===== config.mk =====
export PLATFORM = sky130hd
export DESIGN_NAME = alu_arbiter_seq
export DESIGN_NICKNAME = d
export VERILOG_FILES = /design/src/rtl/alu_pkg.sv /design/src/rtl/alu_div8.sv /design/src/rtl/alu_arbiter_seq.sv
export SDC_FILE = /design/constraint.sdc
export NUM_CORES = 1
export LEC_CHECK = 0
export CAP_MARGIN = 40
export CORE_MARGIN = 4
export CORE_UTILIZATION = 50
export CTS_CLUSTER_SIZE = 30
export DETAILED_ROUTE_END_ITERATION = 6
export GPL_TIMING_DRIVEN = 0
export MAX_ROUTING_LAYER = met4
export PLACE_DENSITY = 0.76
export SETUP_SLACK_MARGIN = 0.05
export SYNTH_ARGS = -nofsm -noshare
export SYNTH_HDL_FRONTEND = slang
export SYNTH_SLANG_ARGS = --single-unit

===== constraint.sdc =====
create_clock -name clk -period 4.6 [get_ports clk]
set_input_delay 0.69 -clock clk [delete_from_list [all_inputs] [get_ports clk]]
set_output_delay 0.69 -clock clk [all_outputs]
set_load 0.005 [all_outputs]

===== src/rtl/alu_pkg.sv =====
// Shared constants for the two-client ALU sequencer: opcodes, FSM encoding, divide-by-zero value.
package alu_pkg;

    // Opcodes carried on req*_sel
    localparam logic [1:0] ALU_ADD = 2'b00;
    localparam logic [1:0] ALU_SUB = 2'b01;
    localparam logic [1:0] ALU_DIV = 2'b10;
    localparam logic [1:0] ALU_AND = 2'b11;

    // Sequencer FSM encoding
    localparam logic [1:0] StIdle = 2'd0;
    localparam logic [1:0] StDiv  = 2'd1;
    localparam logic [1:0] StResp = 2'd2;

    // Result reported for a divide with a zero divisor
    localparam logic [7:0] DIVZERO_RESULT = 8'hFF;

endpackage


===== src/rtl/alu_div8.sv =====
// Restoring unsigned divider: one quotient bit per cycle, DIV_CYCLES iterations after start_i.
// done_o flags the cycle whose iteration is the last one; quotient_o is the quotient as it
// will stand after the current iteration, so the caller can register it on that same edge.
module alu_div8
    import alu_pkg::*;
#(
    parameter int unsigned WIDTH      = 8,
    parameter int unsigned DIV_CYCLES = WIDTH
) (
    input  logic             clk,
    input  logic             rst,
    input  logic             start_i,
    input  logic [WIDTH-1:0] dividend_i,
    input  logic [WIDTH-1:0] divisor_i,
    output logic             busy_o,
    output logic             done_o,
    output logic [WIDTH-1:0] quotient_o
);

    localparam int unsigned CntW = (DIV_CYCLES > 1) ? $clog2(DIV_CYCLES) : 1;

    logic [CntW-1:0]  cnt_q, cnt_d;
    logic             busy_q, busy_d;
    logic [WIDTH-1:0] rem_q, rem_d;
    logic [WIDTH-1:0] quo_q, quo_d;   // dividend shifts out the top, quotient bits shift in
    logic [WIDTH-1:0] dvs_q, dvs_d;
    logic [WIDTH:0]   rem_shift;
    logic [WIDTH:0]   diff;
    logic [WIDTH-1:0] quo_nxt;
    logic             last;

    // One restoring step: trial subtract, keep it only if it did not go negative
    always_comb begin
        rem_shift = {rem_q, quo_q[WIDTH-1]};
        diff      = rem_shift - {1'b0, dvs_q};
        quo_nxt   = {quo_q[WIDTH-2:0], ~diff[WIDTH]};
        last      = busy_q && (cnt_q == CntW'(DIV_CYCLES - 1));

        busy_d = busy_q;
        cnt_d  = cnt_q;
        rem_d  = rem_q;
        quo_d  = quo_q;
        dvs_d  = dvs_q;
        if (start_i) begin
            busy_d = 1'b1;
            cnt_d  = '0;
            rem_d  = '0;
            quo_d  = dividend_i;
            dvs_d  = divisor_i;
        end else if (busy_q) begin
            rem_d = diff[WIDTH] ? rem_shift[WIDTH-1:0] : diff[WIDTH-1:0];
            quo_d = quo_nxt;
            cnt_d = cnt_q + CntW'(1);
            if (last) begin
                busy_d = 1'b0;
                cnt_d  = '0;
            end
        end
    end

    // Divider state, synchronous reset
    always_ff @(posedge clk) begin
        if (rst) begin
            cnt_q  <= '0;
            busy_q <= 1'b0;
            rem_q  <= '0;
            quo_q  <= '0;
            dvs_q  <= '0;
        end else begin
            cnt_q  <= cnt_d;
            busy_q <= busy_d;
            rem_q  <= rem_d;
            quo_q  <= quo_d;
            dvs_q  <= dvs_d;
        end
    end

    assign busy_o     = busy_q;
    assign done_o     = last;
    assign quotient_o = quo_nxt;

endmodule


===== src/rtl/alu_arbiter_seq.sv =====
// Two-requester front end for a shared 8-bit ALU: round-robin grant, single-cycle ADD/SUB/AND,
// multi-cycle DIV through alu_div8, and a response held until the consumer takes it.
module alu_arbiter_seq
    import alu_pkg::*;
#(
    parameter int unsigned WIDTH      = 8,
    parameter int unsigned DIV_CYCLES = WIDTH
) (
    input  logic             clk,
    input  logic             rst,
    input  logic             req0_valid,
    output logic             req0_ready,
    input  logic [WIDTH-1:0] req0_a,
    input  logic [WIDTH-1:0] req0_b,
    input  logic [1:0]       req0_sel,
    input  logic             req1_valid,
    output logic             req1_ready,
    input  logic [WIDTH-1:0] req1_a,
    input  logic [WIDTH-1:0] req1_b,
    input  logic [1:0]       req1_sel,
    output logic             rsp_valid,
    input  logic             rsp_ready,
    output logic             rsp_id,
    output logic [WIDTH-1:0] rsp_result,
    output logic             rsp_carry,
    output logic             rsp_err
);

    logic [1:0]       state_q, state_d;
    logic             last_grant_q, last_grant_d;
    logic             id_q, id_d;
    logic [WIDTH-1:0] res_q, res_d;
    logic             carry_q, carry_d;
    logic             err_q, err_d;

    logic             idle, gnt0, gnt1, accept;
    logic [1:0]       sel_w;
    logic [WIDTH-1:0] a_w, b_w;
    logic [WIDTH:0]   sum, dif;

    logic             div_start, div_busy, div_done;
    logic [WIDTH-1:0] div_quotient;

    // Round-robin grant: on a tie the requester not granted last time wins
    always_comb begin
        idle       = (state_q == StIdle) && !rst;
        gnt1       = req1_valid && (!req0_valid || !last_grant_q);
        gnt0       = req0_valid && !gnt1;
        req0_ready = idle && gnt0;
        req1_ready = idle && gnt1;
        accept     = req0_ready || req1_ready;
        sel_w      = gnt1 ? req1_sel : req0_sel;
        a_w        = gnt1 ? req1_a   : req0_a;
        b_w        = gnt1 ? req1_b   : req0_b;
        sum        = {1'b0, a_w} + {1'b0, b_w};
        dif        = {1'b0, a_w} - {1'b0, b_w};
    end

    // Sequencer next state and response datapath
    always_comb begin
        state_d      = state_q;
        last_grant_d = last_grant_q;
        id_d         = id_q;
        res_d        = res_q;
        carry_d      = carry_q;
        err_d        = err_q;
        div_start    = 1'b0;
        case (state_q)
            StIdle: begin
                if (accept) begin
                    last_grant_d = gnt1;
                    id_d         = gnt1;
                    carry_d      = 1'b0;
                    err_d        = 1'b0;
                    state_d      = StResp;
                    unique case (sel_w)
                        ALU_ADD: begin
                            res_d   = sum[WIDTH-1:0];
                            carry_d = sum[WIDTH];
                        end
                        ALU_SUB: begin
                            res_d   = dif[WIDTH-1:0];
                            carry_d = dif[WIDTH];
                        end
                        ALU_AND: res_d = a_w & b_w;
                        ALU_DIV: begin
                            if (b_w == '0) begin
                                res_d = WIDTH'(DIVZERO_RESULT);
                                err_d = 1'b1;
                            end else begin
                                div_start = 1'b1;
                                state_d   = StDiv;
                            end
                        end
                    endcase
                end
            end
            StDiv: begin
                // Divider idle while we wait on it cannot happen; recover rather than hang
                if (!div_busy) begin
                    state_d = StIdle;
                end else if (div_done) begin
                    res_d   = div_quotient;
                    state_d = StResp;
                end
            end
            StResp: begin
                if (rsp_ready) state_d = StIdle;
            end
            default: state_d = StIdle;
        endcase
    end

    // Sequencer registers, synchronous reset
    always_ff @(posedge clk) begin
        if (rst) begin
            state_q      <= StIdle;
            last_grant_q <= 1'b1;
            id_q         <= 1'b0;
            res_q        <= '0;
            carry_q      <= 1'b0;
            err_q        <= 1'b0;
        end else begin
            state_q      <= state_d;
            last_grant_q <= last_grant_d;
            id_q         <= id_d;
            res_q        <= res_d;
            carry_q      <= carry_d;
            err_q        <= err_d;
        end
    end

    alu_div8 #(
        .WIDTH      (WIDTH),
        .DIV_CYCLES (DIV_CYCLES)
    ) u_div (
        .clk        (clk),
        .rst        (rst),
        .start_i    (div_start),
        .dividend_i (a_w),
        .divisor_i  (b_w),
        .busy_o     (div_busy),
        .done_o     (div_done),
        .quotient_o (div_quotient)
    );

    assign rsp_valid  = (state_q == StResp);
    assign rsp_id     = id_q;
    assign rsp_result = res_q;
    assign rsp_carry  = carry_q;
    assign rsp_err    = err_q;

endmodule


==> Word-level counts from Yosys, hierarchy flattened <==
Index checks and enable logic that the tools add are counted.
{ "op_classes": {"n_reduce_logical": 21, "add_sub_neg": 4, "magnitude_cmp": 0, "n_div": 0, "mul": 0, "n_mux": 30, "shift": 0, "eq_ne": 12, "n_bitwise": 2} }
{ "op_table": {"columns": ["cell", "count"], "rows": [
  ["8-bit 2-to-1 mux", 9],
  ["8-bit one-hot mux with 4 select lines", 1],
  ["8-bit one-hot mux with 2 select lines", 1],
  ["2-bit 2-to-1 mux", 7],
  ["8-bit by 8-bit adder with 9-bit output", 1],
  ["1-bit 2-to-1 mux", 9],
  ["8-bit by 8-bit subtractor with 9-bit output", 1],
  ["9-bit by 8-bit subtractor with 9-bit output", 1],
  ["8-bit AND", 1],
  ["8-bit logical NOT", 1],
  ["2-bit == test, second input constant", 3],
  ["1-bit logical AND", 6],
  ["3-bit inequality test, second input constant", 2],
  ["2-bit one-hot mux with 3 select lines", 1],
  ["5-bit AND reduction", 1],
  ["2-bit by 1-bit == test with 1-bit output, second input constant", 2],
  ["1-bit logical NOT", 4],
  ["2-bit logical NOT", 2],
  ["2-bit by 1-bit inequality test with 1-bit output, second input constant", 2],
  ["2-bit inequality test, second input constant", 2],
  ["2-bit nonzero test", 2],
  ["3-bit by 1-bit adder with 3-bit output, second input constant", 1],
  ["3-bit == test, second input constant", 1],
  ["3-bit 2-to-1 mux", 1],
  ["other kinds (6)", 7]
]} }
{ "totals": {"latch_bits": 0, "mem_bits_ro": 0, "wordCells": 80, "n_memories": 0, "ram_bits": 0, "in_bits": 41, "reg_bits": 42} }

==> Logic depth before layout (Yosys ltp) <==
Gate-level depths: netlist (run 1).
{ "logic_depth": {"word_depth": 10, "ltp_mapped": 15, "depth_no_buf": 13} }

==> Modules after synthesis <==
Synthesis (run 1) repeated with hierarchy kept, for this count alone.
{ "hier_totals": {"cells_unflattened": 394, "area_unflattened_um2": 3280.6} }
{ "modules_own_cells": {"columns": ["mod", "instances", "seq_area_each_um2", "area_each_um2", "cells_each"], "rows": [
  ["alu_arbiter_seq", 1, 280.3, 1640.3, 203],
  ["alu_div8", 1, 560.5, 1640.3, 191]
]} }

==> Worst setup path after synthesis (run 1) <==
Ideal clock, no wire load.
{ "synth_path": {"path_kind": "in2reg", "startpoint": "in req1_valid", "endpoint": "reg res_q[6], in the netlist rsp_result[6]", "path_slack_ns": 0.997, "path_buffers": 2, "cell_stages": 13, "required_time_ns": 4.497, "setup_time_ns": 0.103, "t_arrival_ns": 3.500, "cell_sequence": "a21boi_4 > buf_6 > buf_2 > mux2_2 > ha_1 > fa_1 > nor3b_1 > nor3_1 > o21bai_1 > a21oi_1 > a221o_1 > nand2_1 > a2111oi_2"} }
{ "synth_between": {"elab_cells_between_ends": 23} }
{ "synth_rtl": {"columns": ["element", "line", "source"], "rows": [
  ["from (decl)", "alu_arbiter_seq.sv:16", "input logic req1_valid,"],
  ["1-bit logical AND (*)", "alu_arbiter_seq.sv:47", "gnt1 = req1_valid && (!req0_valid || !last_grant_q);"],
  ["8-bit 2-to-1 mux (*)", "alu_arbiter_seq.sv:54", "b_w = gnt1 ? req1_b : req0_b;"],
  ["named net b_w[0]", "alu_arbiter_seq.sv:38", "logic [WIDTH-1:0] a_w, b_w;"],
  ["8-bit by 8-bit subtractor with 9-bit output / 8-bit by 8-bit adder with 9-bit output (equally long branches)", "alu_arbiter_seq.sv:56, alu_arbiter_seq.sv:55", null],
  ["8-bit one-hot mux with 4 select lines", "alu_arbiter_seq.sv:76", "unique case (sel_w)"],
  ["8-bit 2-to-1 mux", "alu_arbiter_seq.sv:70", "if (accept) begin"],
  ["8-bit one-hot mux with 2 select lines", "alu_arbiter_seq.sv:68", "case (state_q)"],
  ["to (signal assigned)", "alu_arbiter_seq.sv:127", "res_q <= res_d;"],
  ["to (decl)", "alu_arbiter_seq.sv:32", "logic [WIDTH-1:0] res_q, res_d;"]
]} }
Mark *: on every way through the listed nets, which the timed path passes. The rest lies on a longest branch. The select of a mux whose other input is x is not followed.
A chain may end at the register's enable or synchronous reset.

==> Final worst setup path (run 1) <==
Same ends and word-level chain as after synthesis.

==> results of run 1 <==
## cell type report
class	instances	area [um^2]
Buffer	24	124
Clock buffer	7	76.3
Clock inverter	1	30.0
Fill cell	541	2340
Inverter	25	93.8
Multi-Input combinational cell	304	2220
Sequential cell	42	841
Tap cell	77	96.3
Timing Repair Buffer	53	531
## routing by layer
layer,track usage (%),vias up,wire (um)
li1,-,1548,-
met4,6.90,0,155
met2,36.3,83,3890
met1,31.5,1399,4070
met3,3.23,15,432
met5,-,-,0
## stage by stage
| step | utilization [%] | cell area [um^2] | setup TNS, ps | power, mW |
|---|---|---|---|---|
| 6_report | 63.1 | 4010 | 0 | 1.16 |
| 5_1_grt | 63.1 | 4010 | 0 | 1.23 |
| 4_1_cts | 63.1 | 4010 | 0 | 1.17 |
| 3_5_place_dp | 61.5 | 3900 | -73.5 | 0.877 |
| 3_3_place_gp | 61.5 | 3900 | -30.0 | 0.870 |
| 2_1_floorplan | - | 3280 | 0 | 0.739 |
## registers in the layout (all words and copies together) (netlist names)
name and flops:
rsp_carry 1, u_div.cnt_q 3, rsp_id 1, u_div.rem_q 8
last_grant_q 1, rsp_result 8, state_q 2, rsp_err 1
u_div.quo_q 8, u_div.busy_o 1, u_div.dvs_q 8
## worst max-delay path by stage
stage	from	to	slack [ps]	cells after the start
detailed placement	req1_valid	rsp_result[6]	-70	14
global route	req1_valid	rsp_result[6]	210	13
finish	req1_valid	rsp_result[6]	470	13
global placement	req1_valid	rsp_result[6]	-30	14
CTS	req1_valid	rsp_result[6]	240	14
floorplan	req1_valid	rsp_result[6]	1000	13
## repair_timing
action	in CTS	in global routing
setup buffers	0	0
endpoints found under the setup margin	0	1
hold buffers	0	0
resized for setup	0	1
## power breakdown
group          total (mW)  internal, mW  leakage, nW  switching (mW)
Combinational       0.467         0.221         1.15           0.246
Sequential          0.407         0.389        0.343          0.0181
Clock               0.288         0.162       0.0524           0.126
## cells by family (layout without fill, tap and decap cells)
kind of cell	after synthesis	count (layout)
compound gates	102	102
xor+xnor	9	9
fa+ha+maj	29	29
buf+inv	50	110
flops	42	42
mux	37	37
simple gates	127	127
## cells in the final DEF (no fill, tap or decap), types with 3 or more instances in the layout
cell	synthesis	final
ha_1	26	26
mux2_2	10	10
nand3_1	8	8
nor4_1	4	4
inv_1	25	25
a221o_1	3	3
nand3b_1	5	5
clkbuf_8	0	5
nor3b_1	4	4
nand2b_1	13	13
clkdlybuf4s50_1	0	53
mux2i_1	25	24
o21a_1	3	3
buf_2	10	9
nor2_1	50	50
fa_1	3	3
dfxtp_1	42	42
nand2_1	20	20
a311oi_1	3	3
a211oi_1	22	22
a31oi_1	4	4
o21ai_0	13	13
a21oi_1	23	23
o211ai_1	5	5
o221ai_1	4	4
clkbuf_1	11	13
nor3_1	7	7
xnor2_1	9	9
nor2b_1	9	9
## worst register-to-register path, cell delays in order (launching register included)
cell and delay [ps]:
dfxtp_1 350, a21boi_4 310, buf_6 280, mux2_2 420, ha_1 250, fa_1 400
nor3b_1 160, nor3_1 330, o21bai_1 140, a21oi_1 280, a221o_1 200, nand2_1 70
a2111oi_2 290
==> metrics.md, run 1 <==
| Metric | Value |
|---|---|
| Via count | a little over 3,000 |
| Mux cell area share after synthesis | 12.0% |
| Die area | 7910 um^2 |
| Die Span Y | 88.9 um |
| Max Slew Vio Count | 0 |
| CTS tree | done |
| Critical Setup Path Class | input port to flip-flop |
| F_max | 0.242 GHz |
| PwrDens | 290 nW/um^2 |
| Leakage | 1.54 nW |
| Layout area overhead | 22.3% |
| Post-synthesis compound-gate area fraction | between 20% and 30% |
| Share of cells above drive strength 1 | 8.33% |
| RePlAce Congestion | 0.962 |
| Clock Tree Root | clkbuf_8 |
| MaxCap Viol Count | 0 |
| CTS buffer count | 5 |
| Non-Filler Instances | roughly 530 |
| Tot GR Track Use | 23.3% |
| CP Capture Type | flip-flop |
| Synth Area in Simple Gates | 18.8% |
| # IOs | 55 |
| Most frequent cell after synthesis | nor2_1 |
| 1st-iter DRT viols | 177 |
| Synth cell count leaders | nor2_1, dfxtp_1, ha_1, inv_1, mux2i_1 |
| # H-tree levels | 2 |
| Setup Skew | between 10 and 15 ps |
| Final number of setup-violating endpoints | 0 |
| Worst r2r dst | rsp_result[6] |
| Seq/Total Area, Yosys | 25.7% |
| Hold Path End | rsp_id |
| Syn_area_per_cell | 8.27 um^2 |
| Yosys warns | 0 |
| CP peak stage delay | between 400 and 500 ps |
| Die X | 88.9 um |
| Most used DFF post-synth | dfxtp_1 |
| Largest family of logic cells by synthesized area | compound AO/OA/AOI/OAI gates |
| Rows | 29 |
| Synth Area in Adders | 11.8% |
| Xor/xnor cell area share of the yosys netlist | 2.41% |
| Final #Nets | 525 |
| Count of input and output buffers | 53 |
| Clock Latency Late Sink | 300 ps |
| CP required | 4810 ps |
| CP top delay family | compound AO/OA/AOI/OAI gates |
| Min cycle time layout | 4130 ps |
| Place WS | -73.5 ps |
| Total congestion overflow | 0 |
| Setup ws final | 472 ps |
| Relative slew margins | 52.1% |
| Async SR Flop Fraction | 0% |
| Pin count of the biggest net entering global routing | 13 |
| Worst Path Max Fanout | 19 |
| Count of cell types in the netlist | 54 |
| R2r setup slk | 1040 ps |
| Hold Path Stages | 2 |
| Post-synth EDFFs | 0 |
| HP Class | flip-flop to flip-flop |
| Antenna diode count | 0 |
| CP arrival | roughly 4300 ps |
| Synth area leader | dfxtp_1 |
| Clock tree buffer depth | 2 |
| First-pass GRT wire length | about 14,000 um |
| Placeable Area | 6350 um^2 |
| Hold Path Origin | rsp_id |
| Synth top area share | 25.7% |
| Startpoint types | input port |
| Tcrit/Tclk final | 89.7% |
| Number of global-route vias before repair | around 3,000 |
| WHS | 467 ps |
| Cell Chain, Critical Path | clkdlybuf4s50_1 -> a21boi_4 -> buf_6 -> mux2_2 -> ha_1 -> fa_1 -> nor3b_1 -> nor3_1 -> o21bai_1 -> a21oi_1 -> a221o_1 -> nand2_1 -> a2111oi_2 |
| Mapped Area | 3280 um^2 |
| Max IR drop VDD | between 0.00015 and 0.0002 V |
| Initial Utilization | 51.6% |
| Outcome | completed |
| Syn nets | 466 |
| Final hold vios | 0 |
| #FFs+latches synth | 42 |
| RSZ-0062 raised after global routing | false |
| Initial antenna violation count | 0 |
| Drt pass-1 iters | 4 |
| Critical-path cell with the highest stage delay | clkdlybuf4s50_1 |
| Clk slew on worst S/H paths | ~80 ps |
| Avg WL per Cell | ~16 um |
| Clk sinks | 42 |
| Final antenna-violating net count | 0 |
| Post-DR vias/cell | 5.71 |
| Register-to-Register Path Depth | 12 |
| Top cells by area, synth | dfxtp_1, ha_1, mux2i_1 |
| CP Buf/Inv Count | 2 |
| Dpl cells | 526 |
| Actual slew at the worst max-slew pin | 709 ps |
| Final wirelength | 8540 um |
| Worst r2r src | last_grant_q |
| DRC | 0 |
| Mapped Cells | around 400 |
| Placed wire-length estimate | approximately 7000 um |
(Power assumes the default switching activity.)
==> inputs of run 2 (changes only) <==
--- a/config.mk
+++ b/config.mk
@@ -10,9 +10,9 @@
 export CORE_UTILIZATION = 50
 export CTS_CLUSTER_SIZE = 30
 export DETAILED_ROUTE_END_ITERATION = 6
+export DONT_BUFFER_PORTS = 1
 export GPL_TIMING_DRIVEN = 0
 export MAX_ROUTING_LAYER = met4
-export PLACE_DENSITY = 0.76
 export SETUP_SLACK_MARGIN = 0.05
 export SYNTH_ARGS = -nofsm -noshare
 export SYNTH_HDL_FRONTEND = slang
==> metrics.md, run 2 (same netlist as run 1, synthesis figures left out) <==
| Metric | Value |
|---|---|
| Startpoint types | input port (unchanged) |
| CP Capture Type | flip-flop (unchanged) |
| Final Power | 1.09 mW (was 1.16 mW) |
| Relative slew margins | 51.9% (was 52.1%) |
| Clock tree buffer depth | 2 (unchanged) |
| Setup TNS | 0 ps (unchanged) |
| Via count | 2,861 (was 3,045) |
| Commonest non-fill, non-tap cell in the layout | nor2_1 (was clkdlybuf4s50_1) |
| Number of global-route vias before repair | 2,762 (was 2,964) |
| Cell Chain, Critical Path | a21boi_4 -> buf_6 -> buf_2 -> mux2_2 -> ha_1 -> fa_1 -> nor3b_1 -> nor3_1 -> o21bai_1 -> a21oi_1 -> a221o_1 -> nand2_1 -> a2111oi_2 (was clkdlybuf4s50_1 -> a21boi_4 -> buf_6 -> mux2_2 -> ha_1 -> fa_1 -> nor3b_1 -> nor3_1 -> o21bai_1 -> a21oi_1 -> a221o_1 -> nand2_1 -> a2111oi_2) |
| Placed wire-length estimate | 7250 um (was 6900 um) |
| CP peak stage delay | 440 ps (was 490 ps) |
| Drt pass-1 iters | 4 (unchanged) |
| Critical Setup Path Class | input port to flip-flop (unchanged) |
| F_max | 0.258 GHz (was 0.242 GHz) |
| # IOs | 55 (unchanged) |
| Final antenna-violating net count | 0 (unchanged) |
| # hold bufs at CTS | 0 (unchanged) |
| Clock Latency Late Sink | 310 ps (was 300 ps) |
| Initial antenna violation count | 1 (was 0) |
| Worst Path Max Fanout | 10 (was 19) |
| # H-tree levels | 2 (unchanged) |
| RSZ-0062 raised after global routing | false (unchanged) |
| Final wirelength | 9110 um (was 8540 um) |
| HP Class | flip-flop to flip-flop (unchanged) |
| Leakage | 1.34 nW (was 1.54 nW) |
| First-pass GRT wire length | 14,100 um (was 14,000 um) |
| CP Buf/Inv Count | 2 (unchanged) |
| Tcrit/Tclk final | 84.1% (was 89.7%) |
| Hold Path End | u_div.cnt_q[2] (was rsp_id) |
| Die X | 88.9 um (unchanged) |
| Number of gates resized after CTS | 0 (unchanged) |
| Worst r2r dst | rsp_result[6] (unchanged) |
| CP required | 4810 ps (about the same) |
| Rows | 29 (unchanged) |
| Post-DR vias/cell | 5.94 (was 5.71) |
| Max IR drop VDD | 0.000205 V (was 0.000192 V) |
| Place WS | 422 ps (was -73.5 ps) |
| Avg WL per Cell | 18.9 um (was 16.0 um) |
| Actual slew at the worst max-slew pin | 712 ps (was 709 ps) |
| Die area | 7910 um^2 (unchanged) |
| Layout area overhead | 5.92% (was 22.3%) |
| Initial Utilization | 51.6% (unchanged) |
| Hold Path Stages | 2 (unchanged) |
| MaxCap Viol Count | 0 (unchanged) |
| Clock Tree Root | clkbuf_8 (unchanged) |
| Final hold vios | 0 (unchanged) |
| Placeable Area | 6350 um^2 (unchanged) |
| Share of cells above drive strength 1 | 9.90% (was 8.33%) |
| Worst r2r src | last_grant_q (unchanged) |
| Pin count of the biggest net entering global routing | 14 (was 13) |
| Tot GR Track Use | 24.5% (was 23.3%) |
| CP top delay family | compound AO/OA/AOI/OAI gates (unchanged) |
| Total congestion overflow | 0 (unchanged) |
| Final number of setup-violating endpoints | 0 (unchanged) |
| Outcome | completed (unchanged) |
| RePlAce Congestion | 0.941 (was 0.962) |
| Final #Nets | 473 (was 525) |
| CTS tree | done (unchanged) |
| CTS buffer count | 5 (unchanged) |
| Die Span Y | 88.9 um (unchanged) |
| Most frequent cells in the layout | nor2_1, dfxtp_1, ha_1 (was clkdlybuf4s50_1, nor2_1, dfxtp_1) |
| CP arrival | 4080 ps (was 4330 ps) |
| R2r setup slk | 760 ps (was 1040 ps) |
| Fillers | 643 (was 541) |
| Critical-path cell with the highest stage delay | mux2_2 (was clkdlybuf4s50_1) |
| Clk slew on worst S/H paths | 90 ps (was 80 ps) |
| Min cycle time layout | 3870 ps (was 4130 ps) |
| Setup Skew | 9.54 ps (was 10.3 ps) |
| Count of input and output buffers | 0 (was 53) |
| DRC | 0 (unchanged) |
| Hold Path Origin | u_div.cnt_q[2] (was rsp_id) |
| Register-to-Register Path Depth | 13 (was 12) |
| Max Slew Vio Count | 0 (unchanged) |
| 1st-iter DRT viols | 171 (was 177) |
| PwrDens | 313 nW/um^2 (was 290 nW/um^2) |
| Setup ws final | 730 ps (was 472 ps) |
| Postcts setup bufs | 0 (unchanged) |
| Clk sinks | 42 (unchanged) |
run 2: cell types whose count changed in the layout (fill, tap and decap cells not counted), sizes merged:
cell | before | now
buf | 13 | 14
bufinv | 1 | 0
clkbuf | 18 | 17
clkdlybuf4s50 | 53 | 0
clkinv | 0 | 1
clkinvlp | 0 | 1
diode | 0 | 1
run 2: tightest hold or removal path, delay by kind of cell (launching register included):
family,cells,cell delay [ps]
and+or+nand+nor,1,60
DFF,1,320
AOI/OAI and AO/OA,1,50
run 2: per-layer routing:
layer	track usage (%)	up-vias	wire length [um]	part of all wire (%)
met5	-	-	0	0
met4	6.22	0	143	1.6
met3	4.15	13	531	5.8
met2	36.8	76	3950	43
met1	34.3	1332	4490	49
li1	-	1440	-	-
run 2: stage by stage:
step	instance area, um^2	utilization [%]	std cells	hold slack [ps]
after detailed placement	3370	53.1	473	465
final	3470	54.6	482	477
after global routing	3470	54.6	482	497
after floorplan	3280	-	396	443
after global placement	3370	53.1	473	460
after CTS	3470	54.6	481	481
run 2: report_power, final:
| group | leakage, nW | switching, mW | internal (mW) |
|---|---|---|---|
| Combinational | 0.951 | 0.245 | 0.174 |
| Sequential | 0.343 | 0.0205 | 0.389 |
| Clock | 0.0472 | 0.137 | 0.121 |
| Total | 1.34 | 0.403 | 0.684 |
run 2: cell type report:
type	count	area, um^2	share of cell area (%)
multi-input cells	304	2210	63.8
flip-flops and latches	42	841	24.2
plain buffers	25	129	3.71
well taps	77	96.3	2.78
inverters	25	93.8	2.70
clock buffers	6	82.6	2.38
clock inverters	2	12.5	0.361
diodes	1	2.50	0.0721
run 2: how the worst max path moves through the flow:
stage	start	end	slack, ps	cells after the start
after floorplan	req1_valid	rsp_result[6]	1000	13
after global placement	req1_valid	rsp_result[6]	440	13
after detailed placement	req1_valid	rsp_result[6]	420	13
after CTS	req1_valid	rsp_result[6]	750	13
after global routing	req1_valid	rsp_result[6]	520	13
final	req1_valid	rsp_result[6]	730	13
